<file path="src/rtl/mv_best_select.sv">
// Tracks the best (lowest-SAD) motion vector for each of the four 16x16 sub-blocks of a
// 32x32 CU, then presents the four results one at a time over a valid/ready handshake.
module mv_best_select #(
  parameter int unsigned SAD_W = 16,
  parameter int unsigned MV_W  = 6
) (
  input  logic                    clk,
  input  logic                    rst_n,
  input  logic                    start,
  input  logic                    sad_valid,
  input  logic                    cb_select,
  input  logic [SAD_W-1:0]        sad0,
  input  logic [SAD_W-1:0]        sad1,
  input  logic signed [MV_W-1:0]  mv_x,
  input  logic signed [MV_W-1:0]  mv_y,
  input  logic                    search_done,
  output logic                    res_valid,
  input  logic                    res_ready,
  output logic [1:0]              res_idx,
  output logic [SAD_W-1:0]        res_sad,
  output logic signed [MV_W-1:0]  res_mv_x,
  output logic signed [MV_W-1:0]  res_mv_y,
  output logic                    busy,
  output logic                    overrun
);

  typedef enum logic [1:0] {
    StIdle   = 2'd0,
    StSearch = 2'd1,
    StOutput = 2'd2
  } state_e;

  state_e                 state_q, state_d;
  logic [1:0]             idx_q, idx_d;
  logic                   overrun_q, overrun_d;
  logic [SAD_W-1:0]       best_sad_q [4];
  logic [SAD_W-1:0]       best_sad_d [4];
  logic signed [MV_W-1:0] best_mvx_q [4];
  logic signed [MV_W-1:0] best_mvx_d [4];
  logic signed [MV_W-1:0] best_mvy_q [4];
  logic signed [MV_W-1:0] best_mvy_d [4];
  logic [1:0]             lo_idx, hi_idx;

  // cb_select picks which pair of records the two incoming SADs compete against.
  assign lo_idx = cb_select ? 2'd0 : 2'd2;
  assign hi_idx = cb_select ? 2'd1 : 2'd3;

  always_comb begin
    state_d   = state_q;
    idx_d     = idx_q;
    overrun_d = 1'b0;
    for (int i = 0; i < 4; i++) begin
      best_sad_d[i] = best_sad_q[i];
      best_mvx_d[i] = best_mvx_q[i];
      best_mvy_d[i] = best_mvy_q[i];
    end

    unique case (state_q)
      StIdle: begin
        if (sad_valid || search_done) overrun_d = 1'b1;
        if (start) begin
          state_d = StSearch;
          for (int i = 0; i < 4; i++) begin
            best_sad_d[i] = '1;
            best_mvx_d[i] = '0;
            best_mvy_d[i] = '0;
          end
        end
      end
      StSearch: begin
        if (start) begin
          // Restart wins over any candidate or completion in the same cycle.
          for (int i = 0; i < 4; i++) begin
            best_sad_d[i] = '1;
            best_mvx_d[i] = '0;
            best_mvy_d[i] = '0;
          end
        end else begin
          if (sad_valid) begin
            if (sad0 < best_sad_q[lo_idx]) begin
              best_sad_d[lo_idx] = sad0;
              best_mvx_d[lo_idx] = mv_x;
              best_mvy_d[lo_idx] = mv_y;
            end
            if (sad1 < best_sad_q[hi_idx]) begin
              best_sad_d[hi_idx] = sad1;
              best_mvx_d[hi_idx] = mv_x;
              best_mvy_d[hi_idx] = mv_y;
            end
          end
          if (search_done) begin
            state_d = StOutput;
            idx_d   = 2'd0;
          end
        end
      end
      StOutput: begin
        if (start || sad_valid || search_done) overrun_d = 1'b1;
        if (res_ready) begin
          idx_d = idx_q + 2'd1;
          if (idx_q == 2'd3) state_d = StIdle;
        end
      end
      default: state_d = StIdle;
    endcase
  end

  always_ff @(posedge clk or negedge rst_n) begin
    if (!rst_n) begin
      state_q   <= StIdle;
      idx_q     <= 2'd0;
      overrun_q <= 1'b0;
      for (int i = 0; i < 4; i++) begin
        best_sad_q[i] <= '1;
        best_mvx_q[i] <= '0;
        best_mvy_q[i] <= '0;
      end
    end else begin
      state_q   <= state_d;
      idx_q     <= idx_d;
      overrun_q <= overrun_d;
      for (int i = 0; i < 4; i++) begin
        best_sad_q[i] <= best_sad_d[i];
        best_mvx_q[i] <= best_mvx_d[i];
        best_mvy_q[i] <= best_mvy_d[i];
      end
    end
  end

  // Result fields read as zero outside OUTPUT so nothing stale leaks to the consumer.
  assign res_valid = (state_q == StOutput);
  assign res_idx   = idx_q;
  assign res_sad   = res_valid ? best_sad_q[idx_q] : '0;
  assign res_mv_x  = res_valid ? best_mvx_q[idx_q] : '0;
  assign res_mv_y  = res_valid ? best_mvy_q[idx_q] : '0;
  assign busy      = (state_q != StIdle);
  assign overrun   = overrun_q;

endmodule

</file>
<file path="config.mk">
export PLATFORM = sky130hd
export DESIGN_NAME = mv_best_select
export DESIGN_NICKNAME = d
export VERILOG_FILES = /design/src/rtl/mv_best_select.sv
export SDC_FILE = /design/constraint.sdc
export NUM_CORES = 1
export LEC_CHECK = 0
export BUFFER_PORTS_ARGS = -buffer_cell sky130_fd_sc_hd__buf_2
export CAP_MARGIN = 10
export CORE_MARGIN = 2
export CORE_UTILIZATION = 55
export CTS_CLUSTER_DIAMETER = 40
export DETAILED_ROUTE_END_ITERATION = 16
export PLACE_DENSITY = 0.8
export SLEW_MARGIN = 5
export SYNTH_ARGS = -nofsm -noshare
export SYNTH_HDL_FRONTEND = slang
export SYNTH_SLANG_ARGS = --single-unit
</file>
<file path="constraint.sdc">
create_clock -name clk -period 6.2 [get_ports clk]
set_input_delay 0.93 -clock clk [delete_from_list [all_inputs] [get_ports clk]]
set_output_delay 0.93 -clock clk [all_outputs]
set_load 0.005 [all_outputs]
</file>
Yosys cells after proc, flatten, opt, wreduce, memory -nomap -nowiden --
Index checks and enable logic that the tools add are counted.
Word-level totals: register bits after elaboration 117, output and inout port bits 33
Cells by class: $add $sub $neg 1, magnitude comparators 7, equality and inequality tests 9, multiplexer cells 73, bitwise operators 3, reduce and logical (&&, ||, !) cells 12
Operators by type and width (number):
- 64-bit 2-to-1 mux | 8
- 24-bit 2-to-1 mux | 15
- 16-bit 2-to-1 mux | 9
- 64-bit bitwise mux | 2
- 64-bit case mux with 2 select lines | 1
- 16-bit binary-select mux with 2-bit select | 3
- 24-bit bitwise mux | 4
- 24-bit case mux with 2 select lines | 2
- 16-bit demux with 2-bit select | 2
- 6-bit 2-to-1 mux | 8
- 16-bit < comparator | 2
- 6-bit binary-select mux with 2-bit select | 2
- 6-bit demux with 2-bit select | 2
- 2-bit 2-to-1 mux | 10
- 3-bit >= comparator (second input constant) | 3
- 2-bit NOT with 3-bit output | 3
- 3-bit by 1-bit < comparator with 1-bit output (second input constant) | 2
- 2-bit inequality test (second input constant) | 3
- 2-bit case mux with 3 select lines | 1
- 2-bit nonzero test | 3
- 5-bit AND reduction | 1
- 2-bit == test (second input constant) | 2
- 2-bit by 1-bit inequality test with 1-bit output (second input constant) | 2
- 2-bit case mux with 2 select lines | 1
- other kinds (10) | 14

Logic depth before layout (Yosys ltp) --
depth after elaboration 16, mapped depth 13, depth with buffers taken out 8

Least setup slack after synthesis --
Ideal clock, no wire load.
path type input port to flip-flop, start point input port cb_select, end point register best_sad_q[14] in the netlist's numbering, library setup time 0.082 ns, arrival 3.680 ns, setup slack 2.437 ns, stages 12, buffers on the path 4, path through buf_4 -> clkbuf_1 -> clkbuf_1 -> mux2i_1 -> ha_1 -> a22oi_1 -> o211ai_1 -> a221oi_2 -> nand2_2 -> a21oi_4 -> buf_6 -> mux2_4
On the way: longest elaborated chain between the ends 16, elaborated cells between the ends (all ways) 32, classes of those cells order compare: 6; mux: 22; bitwise: 2; reduce/logical: 2
Ends and longest elaborated chain:
- from (decl) | RTL line 11 | input logic cb_select,
- branches (longest 12 deep; another with 16-bit < comparator)
- 64-bit 2-to-1 mux * | RTL line 85 | if (sad1 < best_sad_q[hi_idx]) begin
- 64-bit 2-to-1 mux * | RTL line 79 | if (sad_valid) begin
- 64-bit 2-to-1 mux * | RTL line 71 | if (start) begin
- 64-bit case mux with 2 select lines * | RTL line 58 | unique case (state_q)
- to (signal, indexed assignment) | RTL line 123 | best_sad_q[i] <= best_sad_d[i];
- to (decl) | RTL line 36 | logic [SAD_W-1:0] best_sad_q [4];
Every way passes the cells marked *. The select of a mux whose other input is x is not followed. A chain may end at the register's enable or synchronous reset.

Final worst setup path --
start point input port cb_select, end point register best_mvx_q[16] in the netlist's numbering
On the way: longest elaborated chain between the ends 16, elaborated cells between the ends (all ways) 32, classes of those cells order compare: 6; mux: 22; bitwise: 2; reduce/logical: 2
Ends and longest elaborated chain:
- branches (longest 12 deep; another with 16-bit < comparator)
- 24-bit 2-to-1 mux * | RTL line 85
- 24-bit 2-to-1 mux * | RTL line 79
- 24-bit 2-to-1 mux * | RTL line 71
- 24-bit case mux with 2 select lines * | RTL line 58
- to (signal, indexed assignment) | RTL line 124 | best_mvx_q[i] <= best_mvx_d[i];
- to (decl) | RTL line 38 | logic signed [MV_W-1:0] best_mvx_q [4];
Marks and branches as above.

==> results.env <==
R2R_SLACK_NS=3.22
CTS_RESIZED=0
ANTENNA_FOUND_INITIAL=0
FIN_SETUP_TNS_NS=0
ANT_NETS=0
FIRST_GLOBAL_VIAS=5152
NETLIST_INSTANCES=526
NUMCTSBUFFERS=17
DRT_FIRST_PASS_ITERS=5
POWER_DENSITY_nW_PER_UM2=334
FINISH_STAGE_SETUP_VIOLS=0
FRACTION_OF_FINAL_LAYOUT_CELLS_SIZED_BEYOND_DRIVE_STRENGTH_1_PCT=39.3
ARRIVAL_NS=4.29
GRT_START_MAX_NET_PINS=73
HOLD_CRITICAL_PATH_ENDPOINT='best_mvx_q[0]$_DFFE_PN0P_'
HOLD_WS_NS=0.496
POWER.IR.VDD_WORST_uV=236
CLOCKROOTBUFFER='sky130_fd_sc_hd__clkbuf_16'
AREA_DELTA_SYNTH_FINAL_PCT=16.3
GRT_UTIL_MET3_PCT=7.40
HOLD_VIOL_FINAL=0
TOTAL_GLOBAL_ROUTING_OVERFLOW=0
NETS=683
BUSIEST_LAYER='met2'
PATH_CLK_SLEW_NS=0.05
WORST_HOLD_STARTPOINT='best_mvx_q[0]$_DFFE_PN0P_'
SYNTH-EDFF-COUNT=0
YOSYS-TOP-CELLS-COUNT='sky130_fd_sc_hd__dfstp_2 (64), sky130_fd_sc_hd__dfrtp_1 (53), sky130_fd_sc_hd__a22o_1 (48), sky130_fd_sc_hd__nand2_1 (36)'
CRITICAL_PATH.STARTPOINT_TYPE='input port'
YOSYSUNIQUECELLTYPES=45
MAXIMUM_ACHIEVABLE_FREQUENCY_GHz=0.254
PLACEMENTROWS=39
RUN_STATUS='completed'
WIRELENGTH_UM=16900
CPLARGESTDELAYFAMILY='simple AND/OR/NAND/NOR gates'
SLOWEST_DELAY_NS=0.79
WORSTHOLDPATHCELLS=1
FINAL.FILL_COUNT=858
YOSYSSEQAREASHARE_PCT=46.6
YOSYSMOSTFREQUENTCELL='sky130_fd_sc_hd__dfstp_2'
FINALWORSTPATHREQUIREDPERIOD_NS=3.94
PORT_BUFFERS=83
FINISH.INSTANCE_AREA_UM2=7510
CTS_TREE='yes'
MAX_CAP_VIOLATIONS=0
SETUP_REPAIR_AFTER_GLOBAL_ROUTING_MISSED_ITS_MARGIN='no'
CRITICAL_PATH.CELL_CHAIN='buf_2 -> buf_4 -> mux2i_1 -> ha_1 -> a22oi_1 -> o211ai_1 -> a221oi_2 -> nand2_2 -> nor2_2 -> a22o_1'
HPWL_UM=11100
MAX-CLOCK-PATH-BUFFERS=2
DR_TOTAL_VIAS=4901
GRT_FIRST_PASS_WIRELENGTH_UM=27500
RR_ENDPOINT='best_mvy_q[20]$_DFFE_PN0P_'
GRTUSAGETOTAL_PCT=28.1
FINAL-MAX-SLEW-VIOLATION-COUNT=0
WORST-PATH-BUF-INV=2
WORST_R2R_STARTPOINT='best_sad_q[55]$_DFFE_PN1P_'
MOST_USED_FLIP_FLOP_CELL_AFTER_SYNTHESIS='sky130_fd_sc_hd__dfstp_2'
CRITICAL-PATH-SLOWEST-CELL='sky130_fd_sc_hd__nor2_2'
CTS_MAX_LEVEL=4
POSTCTSHOLDBUFS=0
YS_WARN_COUNT=0
DIE_H_UM=112
SWITCHING_POWER_mW=0.760
SYNTH_AREA_PER_CELL_UM2=12.3
REGISTER_BIT_TOTAL_FROM_SYNTHESIS=117
PLACEMENT.CELL_AREA_UM2=6940
MAX-SLEW-MARGIN-REL_PCT=27.0
POST-SYNTH-TOP-AREA-FRACTION_PCT=26.0
CP_NUM_CELLS=10
WORST-ENDPOINT-REQUIRED_NS=6.55
ROUTABILITY_DRIVEN_PLACEMENT_CONGESTION_RATIO=0.932
RR_WORST_DEPTH=8
GLOBAL_ROUTE.USAGE.MET1_PCT=38.8
RELATIVE_CONTRIBUTION_OF_SEQUENTIAL_CELLS_TO_TOTAL_POWER_PCT=40.2
CRIT_FANOUT=26
DIE_OUTLINE_WIDTH_UM=112
PERIOD_SHARE_PCT=63.5
GRT_UTIL_MET2_PCT=43.1
TIMING_WORST_SLEW_PIN_VALUE_NS=1.09
CRITICAL_PATH_END_TYPE='flop'
DIODES=0
STATIC_LEAKAGE_POWER_nW=3.34
DRT-VIAS-PER-INSTANCE=6.47
POWER_FRAC_CLOCK_PCT=38.1
DRC=0
FIN_WORST_SKEW_NS=0.00902
POST-SYNTH-TOP-AREA-CELL='sky130_fd_sc_hd__dfstp_2'
WORST_SKEW_PAIR.LATE_LATENCY_NS=0.42
CTS_NUM_SINKS=117
MAPPED_NETS=608
SYNTH.TOP_CELLS.BY_AREA='sky130_fd_sc_hd__dfstp_2 (26%), sky130_fd_sc_hd__dfrtp_1 (21%), sky130_fd_sc_hd__mux4_2 (9.8%)'
TIMING_WORST_SETUP_PATH_TYPE='input port to flop'
CORE_UM2=11400
INITIAL_CORE_UTIL_PCT=56.6
FP.DIEAREA_UM2=12600
DRT_ITER0_DRC=425
P_INT_mW=1.75
YS_ASYNC_SR_FRACTION_PCT=100
P_COMB_SHARE_PCT=21.7
HOLD_PATH.CLASS='flop to flop'
POWER.SWITCHING_FRACTION_PCT=30.3
IOPINCOUNT=84
CTS_SETUP_BUFFERS=0
SYN-CELL-AREA_UM2=6460
WIRE_PER_INST_UM=22.3
==> final cells by class <==
type	count	area, um2	area share [%]
Timing Repair Buffer	93	493	6.56
Clock buffer	18	439	5.85
Clock inverter	14	135	1.80
Multi-Input combinational cell	359	3210	42.7
Sequential cell	117	3010	40.1
Inverter	13	48.8	0.650
Tap cell	143	179	2.38
==> sequential cells by signal, summed over array words and instances, names as in the netlist <==
| signal | count |
|---|---|
| best_sad_q | 64 |
| best_mvx_q | 24 |
| best_mvy_q | 24 |
| res_idx | 2 |
| state_q | 2 |
| overrun | 1 |
==> metrics by stage <==
stage / setup slack [ns] / util, % / power (mW) / cells
final: 2.26 / 65.8 / 2.51 / 757
after floorplan: 2.44 / - / 1.37 / 526
after detailed placement: 1.93 / 60.7 / 1.56 / 725
after CTS: 2.33 / 65.8 / 2.51 / 757
after global placement: 2.05 / 60.7 / 1.53 / 725
after global routing: 2.05 / 65.8 / 2.61 / 757
==> cell families (layout without fill, tap and decap cells) <==
group	Yosys count	in the layout	share of synthesized area, %
AOI/OAI and AO/OA	155	155	19.0
DFF	117	117	46.6
and+or+nand+nor	103	103	7.88
muxes	69	69	16.5
buffers and inverters	50	138	3.84
adders and majority gates	31	31	6.01
xor gates and xnor gates	1	1	0.136
==> worst max-delay path by stage <==
stage / start / end / slack (ns)
after global placement: cb_select / best_sad_q[13]$_DFFE_PN1P_ / 2.05
after detailed placement: cb_select / best_mvx_q[14]$_DFFE_PN0P_ / 1.93
after floorplan: cb_select / best_sad_q[14]$_DFFE_PN1P_ / 2.44
final: cb_select / best_mvx_q[16]$_DFFE_PN0P_ / 2.26
after CTS: cb_select / best_mvx_q[14]$_DFFE_PN0P_ / 2.33
after global routing: cb_select / best_mvx_q[16]$_DFFE_PN0P_ / 2.05
==> cell usage in the layout (no fill, tap or decap), types with 2 or more instances in the layout <==
cell                        Yosys  final
sky130_fd_sc_hd__bufinv_16      0      2
sky130_fd_sc_hd__mux2i_1       31     31
sky130_fd_sc_hd__a21o_1         2      2
sky130_fd_sc_hd__a22o_1        48     48
sky130_fd_sc_hd__mux2_2         6      6
sky130_fd_sc_hd__a2bb2oi_1     24     24
sky130_fd_sc_hd__or2_1          2      2
sky130_fd_sc_hd__nand3_1        2      2
sky130_fd_sc_hd__clkbuf_16      0     17
sky130_fd_sc_hd__buf_4          5     11
sky130_fd_sc_hd__o22a_1        24     24
sky130_fd_sc_hd__nand4_1        3      3
sky130_fd_sc_hd__nor3_1         2      2
sky130_fd_sc_hd__a31o_2         2      2
sky130_fd_sc_hd__ha_1          31     31
sky130_fd_sc_hd__a211oi_2       2      2
sky130_fd_sc_hd__a21oi_1       24     24
sky130_fd_sc_hd__dfrtp_1       53     52
sky130_fd_sc_hd__inv_1         13     13
sky130_fd_sc_hd__mux4_2        28     28
sky130_fd_sc_hd__dfstp_2       64     64
sky130_fd_sc_hd__clkinv_1       0      2
sky130_fd_sc_hd__a31oi_1        3      3
sky130_fd_sc_hd__mux2_4         4      4
sky130_fd_sc_hd__o21ai_0       16     16
sky130_fd_sc_hd__clkinv_4       0      3
sky130_fd_sc_hd__nor2_1        19     18
sky130_fd_sc_hd__buf_2         15     82
sky130_fd_sc_hd__clkinv_2       0      5
sky130_fd_sc_hd__nand2b_1       2      2
sky130_fd_sc_hd__nor2_2         1      2
sky130_fd_sc_hd__nor2b_1       30     30
sky130_fd_sc_hd__nand2_1       36     36
sky130_fd_sc_hd__o211ai_1       3      3
sky130_fd_sc_hd__nand2_2        2      2
==> layer usage <==
layer	part of all wire (%)	vias to the layer above
li1	-	2145
met5	0	-
met2	48	219
met3	7.0	34
met4	2.2	0
met1	43	2503
==> worst reg2reg max path, delay by kind of cell (launching register included) <==
family	cells	cell delay, ns
and+or+nand+nor	2	1.01
AOI/OAI and AO/OA	4	0.94
DFF	1	0.54
adders and majority gates	1	0.35
muxes	1	0.08
==> power by group through the flow <==
| stage | clock, mW | combinational [mW] | sequential (mW) |
|---|---|---|---|
| 2_1_floorplan | 0 | 0.443 | 0.926 |
| 3_3_place_gp | 0 | 0.522 | 1.01 |
| 3_5_place_dp | 0 | 0.538 | 1.02 |
| 4_1_cts | 0.963 | 0.542 | 1.01 |
| 5_1_grt | 0.999 | 0.587 | 1.03 |
| 6_report | 0.954 | 0.545 | 1.01 |
(Power assumes the default switching activity.)
